[config.mk]
export PLATFORM = sky130hd
export DESIGN_NAME = ctrl_seq
export DESIGN_NICKNAME = d
export VERILOG_FILES = /design/src/rtl/ctrl_seq.sv
export SDC_FILE = /design/constraint.sdc
export NUM_CORES = 1
export LEC_CHECK = 0
export ABC_CLOCK_PERIOD_IN_PS = 3200
export CORE_ASPECT_RATIO = 0.8
export CORE_MARGIN = 2
export CORE_UTILIZATION = 35
export DETAILED_ROUTE_END_ITERATION = 16
export PLACE_DENSITY = 0.59
export SLEW_MARGIN = 20
export SYNTH_ARGS = -nofsm -noshare
export SYNTH_HDL_FRONTEND = slang
export SYNTH_SLANG_ARGS = --single-unit
[constraint.sdc]
create_clock -name Clk -period 3.2 [get_ports Clk]
set_input_delay 0.48 -clock Clk [delete_from_list [all_inputs] [get_ports Clk]]
set_output_delay 0.48 -clock Clk [all_outputs]
set_load 0.005 [all_outputs]
[src/rtl/ctrl_seq.sv]
// ctrl_seq: multi-cycle control sequencer for the 9-bit accumulator ISA.
// Walks FETCH -> EXEC (-> MEM_WAIT for loads), raises exactly one cycle of
// write/branch strobes per instruction, and keeps a sticky illegal-opcode
// flag and a saturating retired-instruction counter.
module ctrl_seq #(
    parameter int IW      = 9,
    parameter int OPW     = 4,
    parameter int MEM_LAT = 2,
    parameter int CNT_W   = 16
) (
    input  logic             Clk,
    input  logic             Reset_n,
    input  logic             Start,
    input  logic [IW-1:0]    Instruction,
    input  logic             to_jump,
    output logic             Branch,
    output logic             PcAdvance,
    output logic             RegWrEn,
    output logic             AccWrEn,
    output logic             MemWrEn,
    output logic             LoadInst,
    output logic             halt,
    output logic             Busy,
    output logic             IllegalOp,
    output logic [CNT_W-1:0] InstCount
);

    typedef enum logic [2:0] {
        S_IDLE,
        S_FETCH,
        S_EXEC,
        S_MEM_WAIT,
        S_HALTED
    } state_t;

    localparam logic [OPW-1:0] OP_LSL  = OPW'(4'h0);
    localparam logic [OPW-1:0] OP_LSR  = OPW'(4'h1);
    localparam logic [OPW-1:0] OP_ADD  = OPW'(4'h2);
    localparam logic [OPW-1:0] OP_AND  = OPW'(4'h3);
    localparam logic [OPW-1:0] OP_ORR  = OPW'(4'h4);
    localparam logic [OPW-1:0] OP_EOR  = OPW'(4'h5);
    localparam logic [OPW-1:0] OP_TAKE = OPW'(4'h6);
    localparam logic [OPW-1:0] OP_MOV  = OPW'(4'h7);
    localparam logic [OPW-1:0] OP_LDR  = OPW'(4'h8);
    localparam logic [OPW-1:0] OP_STR  = OPW'(4'h9);
    localparam logic [OPW-1:0] OP_CMP  = OPW'(4'hA);
    localparam logic [OPW-1:0] OP_B    = OPW'(4'hB);
    localparam logic [OPW-1:0] OP_BEQ  = OPW'(4'hC);
    localparam logic [OPW-1:0] OP_BNE  = OPW'(4'hD);
    localparam logic [OPW-1:0] OP_HALT = OPW'(4'hE);
    localparam logic [OPW-1:0] OP_ILL  = OPW'(4'hF);

    // The first MEM_WAIT cycle already holds MEM_LAT-1; the cycle that sees 0 completes.
    localparam logic [3:0] LAT_INIT = (MEM_LAT == 0) ? 4'd0 : 4'(MEM_LAT - 1);

    state_t           state;
    state_t           state_next;
    logic [3:0]       wait_cnt;
    logic             illegal_q;
    logic [CNT_W-1:0] inst_count_q;

    logic             is_op;
    logic [OPW-1:0]   opcode;
    logic             exec_halt;
    logic             exec_ldr_wait;
    logic             exec_illegal;
    logic             wait_done;
    logic             retire;
    logic             unused_operand;

    assign is_op          = Instruction[IW-1];
    assign opcode         = Instruction[IW-2 -: OPW];
    // Operand bits are consumed by the datapath, not by the sequencer.
    assign unused_operand = ^Instruction;

    assign exec_halt     = (state == S_EXEC) && is_op && (opcode == OP_HALT);
    assign exec_ldr_wait = (state == S_EXEC) && is_op && (opcode == OP_LDR) && (MEM_LAT != 0);
    assign exec_illegal  = (state == S_EXEC) && is_op && (opcode == OP_ILL);
    assign wait_done     = (wait_cnt == 4'd0);
    // Every retirement carries exactly one of Branch / PcAdvance.
    assign retire        = Branch | PcAdvance;

    assign IllegalOp = illegal_q;
    assign InstCount = inst_count_q;

    // State register plus load-wait counter, sticky illegal flag and retire counter.
    always_ff @(posedge Clk or negedge Reset_n) begin
        if (!Reset_n) begin
            state        <= S_IDLE;
            wait_cnt     <= 4'd0;
            illegal_q    <= 1'b0;
            inst_count_q <= '0;
        end else begin
            // NOTE: non-blocking so every register samples pre-edge values of the others.
            state <= state_next;
            if (exec_ldr_wait)
                wait_cnt <= LAT_INIT;
            else if ((state == S_MEM_WAIT) && !wait_done)
                wait_cnt <= wait_cnt - 4'd1;
            if (exec_illegal)
                illegal_q <= 1'b1;
            if (retire && (inst_count_q != {CNT_W{1'b1}}))
                inst_count_q <= inst_count_q + CNT_W'(1);
        end
    end

    // Next-state selection.
    always_comb begin
        // NOTE: default first so no path through this block leaves state_next unassigned (no latch).
        state_next = state;
        case (state)
            S_IDLE:     if (Start) state_next = S_FETCH;
            S_FETCH:    state_next = S_EXEC;
            S_EXEC: begin
                if (exec_halt)
                    state_next = S_HALTED;
                else if (exec_ldr_wait)
                    state_next = S_MEM_WAIT;
                else
                    state_next = S_FETCH;
            end
            S_MEM_WAIT: if (wait_done) state_next = S_FETCH;
            S_HALTED:   if (Start) state_next = S_FETCH;
            default:    state_next = S_IDLE;
        endcase
    end

    // Strobe decode from state, with the instruction looked at only in EXEC.
    always_comb begin
        Branch    = 1'b0;
        PcAdvance = 1'b0;
        RegWrEn   = 1'b0;
        AccWrEn   = 1'b0;
        MemWrEn   = 1'b0;
        LoadInst  = 1'b0;
        halt      = (state == S_HALTED);
        Busy      = (state == S_FETCH) || (state == S_EXEC) || (state == S_MEM_WAIT);
        case (state)
            S_EXEC: begin
                if (!is_op) begin
                    AccWrEn   = 1'b1;
                    PcAdvance = 1'b1;
                end else begin
                    case (opcode)
                        OP_LSL, OP_LSR, OP_ADD, OP_AND, OP_ORR, OP_EOR, OP_TAKE, OP_CMP: begin
                            AccWrEn   = 1'b1;
                            PcAdvance = 1'b1;
                        end
                        OP_MOV: begin
                            RegWrEn   = 1'b1;
                            PcAdvance = 1'b1;
                        end
                        OP_STR: begin
                            MemWrEn   = 1'b1;
                            PcAdvance = 1'b1;
                        end
                        OP_LDR: begin
                            LoadInst = 1'b1;
                            if (MEM_LAT == 0) begin
                                AccWrEn   = 1'b1;
                                PcAdvance = 1'b1;
                            end
                        end
                        OP_B:    Branch = 1'b1;
                        OP_BEQ: begin
                            Branch    = to_jump;
                            PcAdvance = !to_jump;
                        end
                        OP_BNE: begin
                            Branch    = !to_jump;
                            PcAdvance = to_jump;
                        end
                        OP_HALT: ;
                        // Undefined opcodes retire as a nop.
                        default: PcAdvance = 1'b1;
                    endcase
                end
            end
            S_MEM_WAIT: begin
                LoadInst = 1'b1;
                if (wait_done) begin
                    AccWrEn   = 1'b1;
                    PcAdvance = 1'b1;
                end
            end
            default: ;
        endcase
    end

endmodule
==> impl_metrics.yaml <==
min_path:
  hold_path_startpoint: "IllegalOp"
  worstHoldPathType: "flop to flop"
pwr:
  seqPwrFrac_pct: 40.4
  pwr-share-comb_pct: 42.6
  p_clk_share_pct: 17.1
  switching_share_pct: 33.8
  irDropWorstVdd_mv: 0.207
  power.internal_uw: 781
  p_leak_uw: 0.000739
  p_sw_uw: 400
  p_per_area_nw_per_um2: 642
timing:
  setup_ws_ns: 0.372
  hold_viol: 0
  finalSetupViolCount: 0
  relSlewSlack_pct: 69.0
  rsz0062_at_grt: "false"
  post-route-period-util_pct: 88.4
  fin_skew_ns: 0.00207
  slew_viol_final: 0
  fmax_mhz: 354
  tns_ns: 0
  hold_slack_ns: 0.477
  worst-slew-pin-transition_ns: 0.460
  period_needed_ns: 2.83
cells_and_area:
  final_cell_area_um2: 1840
  syn2layout_area_growth_pct: 33.0
  diodes: 0
  final_nets: 186
  drive_gt1_share_pct: 12.9
  fill_cells: 358
drt:
  via_per_inst: 4.85
  routedWlPerCell_um: 12.6
  antenna_left: 0
  drtPass1Iterations: 4
  drc_errors: 0
  via_count: 1091
  drt-initial-drc-count: 20
  wirelength_um: 2820
clock_tree:
  post_cts_buffers: 0
  cts_buffers: 3
  cts_hold_buf: 0
  clock_latency_ns: 0.26
  clkTransAtPathRegs_ns: 0.08
  root_buffer: "clkbuf_8"
  cts.sink_count: 24
  h-tree-depth: 1
  clk_path_buf_depth: 2
  cts_resized: 0
  cts_tree: "yes"
floorplan:
  coreArea_um2: 3800
  pin_count: 38
  die_h_um: 60.2
  die_area_um2: 4480
  chipWidth_um: 74.3
  core.rowCount: 20
  initial_core_util_pct: 36.4
flow_run:
  drv_cap: 0
yosys:
  synth_fp_nets: 148
  synth-async-reset-ratio_pct: 100
  avgSynthCellArea_um2: 10.4
  synthTopCellsByCount: "dfrtp_1, xnor2_1, nand2_1"
  synth.top_cells.by_area: "dfrtp_1, xnor2_1, nand2_1"
  synth_edf_count: 0
  yosysMostFrequentCell: "dfrtp_1"
  yosys.area.top_type_share_pct: 43.4
  synth_cells: 133
  synth_area_um2: 1380
  synth_seq_cells: 24
  ys_seq_area_share_pct: 43.4
  synth.distinct_cells: 40
  synth_flop_cell: "dfrtp_1"
  netlist.top_cell.by_area: "dfrtp_1"
  yosys_warnings: 0
place:
  post-place-ws_ns: 0.375
  dp_hpwl_um: 2170
  finalWeightedCongestion: 0.841
  port_buffers: 33
  placed_area_um2: 1790
grt:
  track_usage_pct: 13.9
  antenna_found_initial: 0
  grt_max_degree: 25
  grt_first_pass_wirelength_um: 4800
  grt-ovfl-total: 0
  grt_pass1_vias: 1102
critical_path:
  cp-start-kind: "primary input"
  cp_slowest_cell: "clkdlybuf4s50_1"
  worstPathMaxFanout: 8
  worstPathRequired_ns: 2.72
  rrSetupSlack_ns: 1.34
  cp.arrival_ns: 2.35
  path_cells: "clkdlybuf4s50_1 -> nand2b_1 -> o21ai_0 -> xor2_1 -> o21ai_0 -> nand2_1 -> clkdlybuf4s50_1"
  endpoint_kind: "output pin"
  slowest_delay_ns: 0.65
  rr_worst_depth: 6
  cp-endpoint: "PcAdvance"
  path_class: "primary input to output pin"
  reg2reg_to: "InstCount[1]"
  worstReg2RegStart: "wait_cnt[0]"
  crit_start: "Instruction[6]"
run_status:
  status: "completed"
==> power by group through the flow <==
stage	clock [uW]	sequential, uW	combinational (uW)
finish	201	477	503
global route	221	495	567
CTS	212	477	509
detailed placement	0	484	506
global placement	0	476	502
floorplan	0	472	308
==> worst min path at each step <==
stage / end / cells past startpoint
2_1_floorplan: IllegalOp / 0
3_3_place_gp: InstCount[5] / 1
3_5_place_dp: IllegalOp / 1
4_1_cts: IllegalOp / 1
5_1_grt: InstCount[15] / 1
6_report: IllegalOp / 1
==> area by class of cell <==
type	instances	area (um^2)	area share [%]
Clock buffer	4	55.1	2.99
Inverter	5	18.8	1.02
Multi-Input combinational cell	101	744	40.4
Sequential cell	24	601	32.6
Tap cell	55	68.8	3.74
Timing Repair Buffer	36	353	19.2
==> cells by family after synthesis <==
family                     synth area share [%]
adders and majority gates                  1.81
buffers and inverters                      2.80
xor gates and xnor gates                   12.7
and+or+nand+nor                            28.4
AOI/OAI and AO/OA                          9.86
DFF                                        43.4
muxes                                      1.08
==> stage by stage <==
step / util, % / std cells / total power [uW]
6_report: 48.4 / 225 / 1180
5_1_grt: 48.4 / 225 / 1280
4_1_cts: 48.4 / 225 / 1200
3_5_place_dp: 46.9 / 221 / 990
3_3_place_gp: 46.9 / 221 / 978
2_1_floorplan: - / 133 / 780
==> state kept, by name (all words and copies together) (netlist names) <==
name       flops
state          3
wait_cnt       4
IllegalOp      1
InstCount     16
==> layout by cell type, fill, tap and decap left out <==
cell type | Yosys | final
a21oi_1 | 2 | 2
a21oi_2 | 1 | 1
a22o_1 | 1 | 1
a22oi_1 | 1 | 1
a2bb2oi_4 | 1 | 1
a311oi_4 | 1 | 1
a31o_2 | 1 | 1
and2_1 | 1 | 1
and3_1 | 4 | 4
and4_2 | 1 | 1
and4_4 | 1 | 1
buf_4 | 0 | 3
clkbuf_8 | 0 | 4
clkdlybuf4s50_1 | 0 | 33
dfrtp_1 | 24 | 24
ha_1 | 2 | 2
inv_1 | 5 | 5
mux2_4 | 1 | 1
nand2_1 | 14 | 14
nand2b_1 | 5 | 5
nand3_1 | 8 | 8
nand3_2 | 2 | 2
nand3b_1 | 2 | 2
nand4_1 | 4 | 4
nand4_2 | 1 | 1
nor2_1 | 10 | 10
nor2b_1 | 1 | 1
nor3b_1 | 2 | 2
nor3b_2 | 1 | 1
nor3b_4 | 1 | 1
nor4_2 | 2 | 2
nor4b_1 | 1 | 1
o21ai_0 | 4 | 4
o21bai_1 | 1 | 1
o31ai_2 | 1 | 1
or2_1 | 1 | 1
or3_1 | 1 | 1
or4_1 | 1 | 1
xnor2_1 | 16 | 16
xor2_1 | 4 | 4
==> routing by layer <==
| metal | global-route usage [%] | vias to the layer above | wire [um] |
|---|---|---|---|
| li1 | - | 535 | - |
| met1 | 18.5 | 538 | 1390 |
| met2 | 23.3 | 16 | 1340 |
| met3 | 3.71 | 2 | 84 |
| met4 | 2.30 | 0 | 10 |
| met5 | 0 | - | 0 |
==> worst max-delay path: cells and delay by family <==
| family | cells | cell delay, ns |
|---|---|---|
| buffers and inverters | 2 | 1.14 |
| AO/OA/AOI/OAI | 2 | 0.34 |
| AND/OR/NAND/NOR | 2 | 0.19 |
| XOR/XNOR | 1 | 0.18 |
Note: power is estimated with default switching activity, not from simulation.
